$ cat config.mk
export PLATFORM = sky130hd
export DESIGN_NAME = mod_pingpong_ctrl
export DESIGN_NICKNAME = d
export VERILOG_FILES = /design/src/rtl/mod_pingpong_ctrl.sv
export SDC_FILE = /design/constraint.sdc
export NUM_CORES = 1
export LEC_CHECK = 0
export ABC_AREA = 1
export CAP_MARGIN = 20
export CORE_MARGIN = 3
export CORE_UTILIZATION = 52
export DETAILED_ROUTE_END_ITERATION = 12
export PLACE_DENSITY = 0.78
export SLEW_MARGIN = 20
export SYNTH_ARGS = -nofsm -noshare
export SYNTH_HDL_FRONTEND = slang
export SYNTH_SLANG_ARGS = --single-unit
$ cat constraint.sdc
create_clock -name CLK_Mod -period 2.2 [get_ports CLK_Mod]
set_input_delay 0.44 -clock CLK_Mod [delete_from_list [all_inputs] [get_ports CLK_Mod]]
set_output_delay 0.44 -clock CLK_Mod [all_outputs]
set_load 0.005 [all_outputs]
$ cat src/rtl/mod_pingpong_ctrl.sv
// Ping-pong symbol-bank controller: steers mapper writes into two banks and
// replays completed banks to the downstream consumer, oldest first.
module mod_pingpong_ctrl #(
    parameter int ADDR_WIDTH  = 11,
    parameter int MAX_SYMBOLS = 1200
) (
    input  logic                  CLK_Mod,
    input  logic                  RST_Mod,
    input  logic                  Wr_En_In,
    input  logic [ADDR_WIDTH-1:0] Wr_Addr_In,
    input  logic                  Switch_In,
    input  logic [ADDR_WIDTH-1:0] Last_Addr_In,
    input  logic                  Rd_Ready,
    output logic                  Wea_0,
    output logic                  Wea_1,
    output logic                  Wr_Bank,
    output logic                  Wr_Hold,
    output logic                  Overflow,
    output logic                  Rd_En,
    output logic                  Rd_Bank,
    output logic [ADDR_WIDTH-1:0] Rd_Addr,
    output logic                  Rd_Data_Valid,
    output logic                  Rd_Last,
    output logic                  Frame_Start,
    output logic [ADDR_WIDTH-1:0] Frame_Len,
    output logic [1:0]            Bank_Full
);

    typedef enum logic [1:0] {B_EMPTY, B_FULL, B_READING} bank_st_t;
    typedef enum logic [1:0] {S_IDLE, S_READ, S_RELEASE} rd_st_t;

    localparam logic [ADDR_WIDTH-1:0] MAX_LEN = ADDR_WIDTH'(MAX_SYMBOLS);

    bank_st_t              bank_st  [2];
    logic [ADDR_WIDTH-1:0] bank_len [2];
    rd_st_t                rd_st;
    logic [ADDR_WIDTH-1:0] frame_len_q;
    logic [ADDR_WIDTH-1:0] clamp_len;
    logic                  other_free;
    logic                  at_last;

    // The write address goes straight to the bank RAMs; control never needs it.
    logic unused_wr_addr;
    assign unused_wr_addr = ^Wr_Addr_In;

    assign Wea_0 = Wr_En_In && !Wr_Bank && !Wr_Hold;
    assign Wea_1 = Wr_En_In &&  Wr_Bank && !Wr_Hold;

    assign Rd_En       = (rd_st == S_READ) && Rd_Ready;
    assign at_last     = (Rd_Addr == frame_len_q - 1'b1);
    assign Frame_Start = (rd_st == S_IDLE) && (bank_st[Rd_Bank] == B_FULL);
    // Show the new length already in the Frame_Start cycle.
    assign Frame_Len   = Frame_Start ? bank_len[Rd_Bank] : frame_len_q;

    assign Bank_Full[0] = (bank_st[0] != B_EMPTY);
    assign Bank_Full[1] = (bank_st[1] != B_EMPTY);

    assign clamp_len  = (Last_Addr_In > MAX_LEN) ? MAX_LEN : Last_Addr_In;
    // A bank being released this cycle is as good as empty for the toggle.
    assign other_free = (bank_st[~Wr_Bank] == B_EMPTY) ||
                        ((rd_st == S_RELEASE) && (Rd_Bank == ~Wr_Bank));

    always_ff @(posedge CLK_Mod or negedge RST_Mod) begin
        if (!RST_Mod) begin
            bank_st[0]    <= B_EMPTY;
            bank_st[1]    <= B_EMPTY;
            bank_len[0]   <= '0;
            bank_len[1]   <= '0;
            rd_st         <= S_IDLE;
            Wr_Bank       <= 1'b0;
            Wr_Hold       <= 1'b0;
            Overflow      <= 1'b0;
            Rd_Bank       <= 1'b0;
            Rd_Addr       <= '0;
            frame_len_q   <= '0;
            Rd_Data_Valid <= 1'b0;
            Rd_Last       <= 1'b0;
        end else begin
            Rd_Data_Valid <= Rd_En;
            Rd_Last       <= Rd_En && at_last;

            if (Switch_In) begin
                if (Wr_Hold) begin
                    Overflow <= 1'b1;
                end else if (Last_Addr_In != '0) begin
                    bank_st[Wr_Bank]  <= B_FULL;
                    bank_len[Wr_Bank] <= clamp_len;
                    if (other_free) begin
                        Wr_Bank <= ~Wr_Bank;
                    end else begin
                        Wr_Hold  <= 1'b1;
                        Overflow <= 1'b1;
                    end
                end
            end

            if (Wr_Hold && (bank_st[~Wr_Bank] == B_EMPTY)) begin
                Wr_Hold <= 1'b0;
                Wr_Bank <= ~Wr_Bank;
            end

            case (rd_st)
                S_IDLE: begin
                    if (bank_st[Rd_Bank] == B_FULL) begin
                        bank_st[Rd_Bank] <= B_READING;
                        frame_len_q      <= bank_len[Rd_Bank];
                        Rd_Addr          <= '0;
                        rd_st            <= S_READ;
                    end
                end
                S_READ: begin
                    if (Rd_En) begin
                        if (at_last) rd_st   <= S_RELEASE;
                        else         Rd_Addr <= Rd_Addr + 1'b1;
                    end
                end
                S_RELEASE: begin
                    bank_st[Rd_Bank] <= B_EMPTY;
                    Rd_Bank          <= ~Rd_Bank;
                    rd_st            <= S_IDLE;
                end
                default: rd_st <= S_IDLE;
            endcase
        end
    end

endmodule

==> results.py <==
metrics = {
    "critical_path": {
        "required_ns": 1.76,
        "worstSetupEndpointType": "output pin",
        "cp_max_fo": 9,
        "cp.arrival_ns": 1.89,
        "start_kind": "register",
        "path_class": "register to output pin",
        "crit_family": "buffers and inverters",
        "crit_chain": "nor2_1 -> inv_2 -> nor4_4 -> nor2_2 -> inv_2 -> buf_12 -> buf_4 -> buf_4 -> a31oi_2 -> buf_2",
        "critical_path.max_stage_delay_ns": 0.40,
        "path_buf_inv": 6,
        "slowest_stage": "dfrtp_1",
    },
    "global_routing": {
        "grt_use_total": 0.2727,
        "grt_max_degree": 27,
        "grt_pass1_vias": 3193,
        "grtUsageMet2": 0.4888,
        "grt_use_met3": 0.04338,
        "antenna_found_initial": 0,
        "met1_usage": 0.3146,
        "grt.overflow.total": 0,
        "grt_pass1_wl_mm": 14.25,
        "top_usage_layer": "met2",
    },
    "routing": {
        "viasPerCell": 5.405,
        "drc": 0,
        "vias": 3281,
        "postRouteAntennaNets": 0,
        "routed_wl_mm": 9.128,
        "dr.pass1.iters": 5,
        "drt_iter0_drc": 198,
        "wl_per_cell_um": 15.04,
    },
    "cts": {
        "htreeDepth": 2,
        "clockBufferDepth": 2,
        "clk_pin_slew_worst_paths_ns": 0.10,
        "clock_latency_ns": 0.31,
        "cts_tree": "built",
        "cts.sinks": 56,
        "numCtsBuffers": 5,
        "root_buffer": "clkbuf_8",
        "cts_hold_buf": 0,
    },
    "timing": {
        "finalMaxSlewViolations": 0,
        "holdWs_ns": 0.1113,
        "hold_viol": 0,
        "setup_viol": 12,
        "layout_min_cycle_time_ns": 2.332,
        "worst_pin_slew_ns": 0.5909,
        "skew_ns": 0.004233,
        "rsz0062_at_grt": "yes",
        "relSlewSlack": 0.6061,
        "fmax_ghz": 0.4289,
        "setup_slack_ns": -0.1315,
        "fin_crit_sh": 1.060,
    },
    "layout": {
        "multi_input_area_sq_mm": 0.001584,
        "nets": 563,
        "final_cell_count_no_fill": 607,
        "drive_gt1_frac": 0.2561,
        "fillers": 393,
        "regArea_sq_mm": 0.001403,
        "fin_util": 0.7894,
        "antenna_cells": 0,
        "area_delta_synth_final_pct": 44.76,
    },
    "power_and_ir_drop": {
        "leakagePower_nw": 2.206,
        "powerDensity_mw_per_mm2": 1195,
        "p_sw_frac": 0.4184,
        "combPwrFrac": 0.531,
        "peakVddDrop_mv": 0.6012,
        "p_total_mw": 5.288,
        "p_int_mw": 3.075,
        "power.share.clock": 0.137,
        "power.switching_mw": 2.213,
        "power_frac_seq": 0.332,
    },
    "run_status": {
        "outcome": "complete, but fails checks",
        "violations": "negative setup slack",
    },
    "yosys": {
        "yosysSeqAreaShare": 0.4583,
        "synth_fp_nets": 443,
        "syn_area_sq_mm": 0.003058,
        "yosys_warnings": 0,
        "yosysTopAreaCell": "dfrtp_1",
        "syn_inst": 414,
        "synth_edf_count": 0,
        "synthTopCellsByArea": "dfrtp_1 46%, nand2_1 17%, inv_1 5.8%, nor2_1 5.8%, nand3_1 4.1%",
        "ys.flop_type": "dfrtp_1",
        "yosysMostFrequentCell": "nand2_1",
        "avgSynthCellArea_sq_um": 7.386,
        "synth_top_area_share": 0.4583,
        "async_reset_ff_frac": 1.000,
        "ys_ff_latch": 56,
        "yosys-top-cells-count": "136 x nand2_1, 56 x dfrtp_1, 47 x inv_1, 47 x nor2_1, 25 x nand3_1",
        "synthDistinctLibCells": 32,
    },
    "placement": {
        "gp_congestion": 0.8311,
        "place_ws_ns": -0.2702,
        "place_hpwl_mm": 5.671,
        "dp_cells": 563,
        "numPortBuffers": 49,
    },
    "floorplanning": {
        "die_x_um": 82.69,
        "start_util": 0.5453,
        "ios": 61,
        "dieArea_sq_mm": 0.006837,
        "row_count": 27,
        "fp.dieH_um": 82.69,
        "design.core.area_sq_mm": 0.005608,
    },
    "hold_path": {
        "min_path_type": "input pin to asynchronous set/reset pin",
    },
    "job": {
        "maxCapViolCount": 0,
    },
}
placed cells by master, fill, tap and decap left out, drive strengths merged:
master,instances
nor4,4
ha,2
a31oi,9
nand4,4
nand3,26
o211ai,5
clkdlybuf4s50,36
o21ai,23
bufinv,1
inv,50
nor3b,1
nand3b,1
buf,87
xnor2,3
or2,1
dfrtp,56
a22o,4
nor2,52
a211oi,2
clkbuf,6
nor3,7
nand2,140
clkinv,1
a21oi,2
o21bai,1
xor2,11
power groups by stage:
stage | logic, mW | registers (mW) | clock network (mW)
finish | 2.81 | 1.76 | 0.724
global route | 3.08 | 1.80 | 0.771
global placement | 2.18 | 1.72 | 0
detailed placement | 2.24 | 1.73 | 0
floorplan | 1.32 | 1.64 | 0
CTS | 2.47 | 1.72 | 0.730
cell families (layout without fill, tap and decap cells):
group / count (synthesis) / after routing / share of synthesized area
adders and majority gates: 2 / 2 / 0.008182
xor gates and xnor gates: 14 / 14 / 0.04010
buffers and inverters: 61 / 181 / 0.07938
DFF: 56 / 56 / 0.4583
and+or+nand+nor: 235 / 236 / 0.3237
AOI/OAI and AO/OA: 46 / 46 / 0.09042
sequential cells by signal (all words and copies together), names as in the netlist:
signal and flops:
Wr_Bank 1, Rd_Last 1, Rd_Bank 1, Rd_Addr 11
rd_st 2, bank_st 4, frame_len_q 11, bank_len 22
Rd_Data_Valid 1, Overflow 1, Wr_Hold 1
final cells by class:
class	instances	share of cell area
well taps	72	0.02035
repair buffers	123	0.2352
multi-input cells	298	0.3578
flip-flops and latches	56	0.3168
clock inverters	2	0.008762
clock buffers	6	0.01865
inverters	50	0.04240
path summary, 6_finish.rpt:
kind                                             from                       to  slack (ns)  cells past startpoint
setup / recovery                 rd_st[1]$_DFFE_PN0P_             Frame_Len[3]       -0.13                     10
setup reg to reg           frame_len_q[0]$_DFFE_PN0P_     rd_st[1]$_DFFE_PN0P_        0.07                     14
hold reg to reg               bank_len[3]$_DFFE_PN0P_  bank_len[3]$_DFFE_PN0P_        0.50                      2
hold / removal                                RST_Mod   Rd_Addr[3]$_DFFE_PN0P_        0.11                      1
max in group asynchronous                     RST_Mod      Rd_Bank$_DFFE_PN0P_        1.42                      2
min in group CLK_Mod          bank_len[3]$_DFFE_PN0P_  bank_len[3]$_DFFE_PN0P_        0.50                      2
repair_timing:
action                     4_1_cts  5_1_grt
resized for setup               64       32
gates cloned                     1        1
pin swaps                        4       14
setup endpoints to repair       12       25
buffers inserted                29       12
hold endpoints to repair         0        0
metrics by stage:
step / instance area (sq um) / setup TNS, ns
finish: 4427 / -1.036
global route: 4427 / -2.265
CTS: 4288 / -1.779
detailed placement: 3884 / -2.741
global placement: 3884 / -2.238
floorplan: 3058 / 0
routing by layer:
| layer | routed length, um | vias to the layer above |
|---|---|---|
| met5 | 0 | - |
| met4 | 261 | 0 |
| met3 | 484 | 30 |
| met2 | 4770 | 131 |
| met1 | 3612 | 1566 |
| li1 | - | 1554 |
Power figures use the tool's default switching activity.
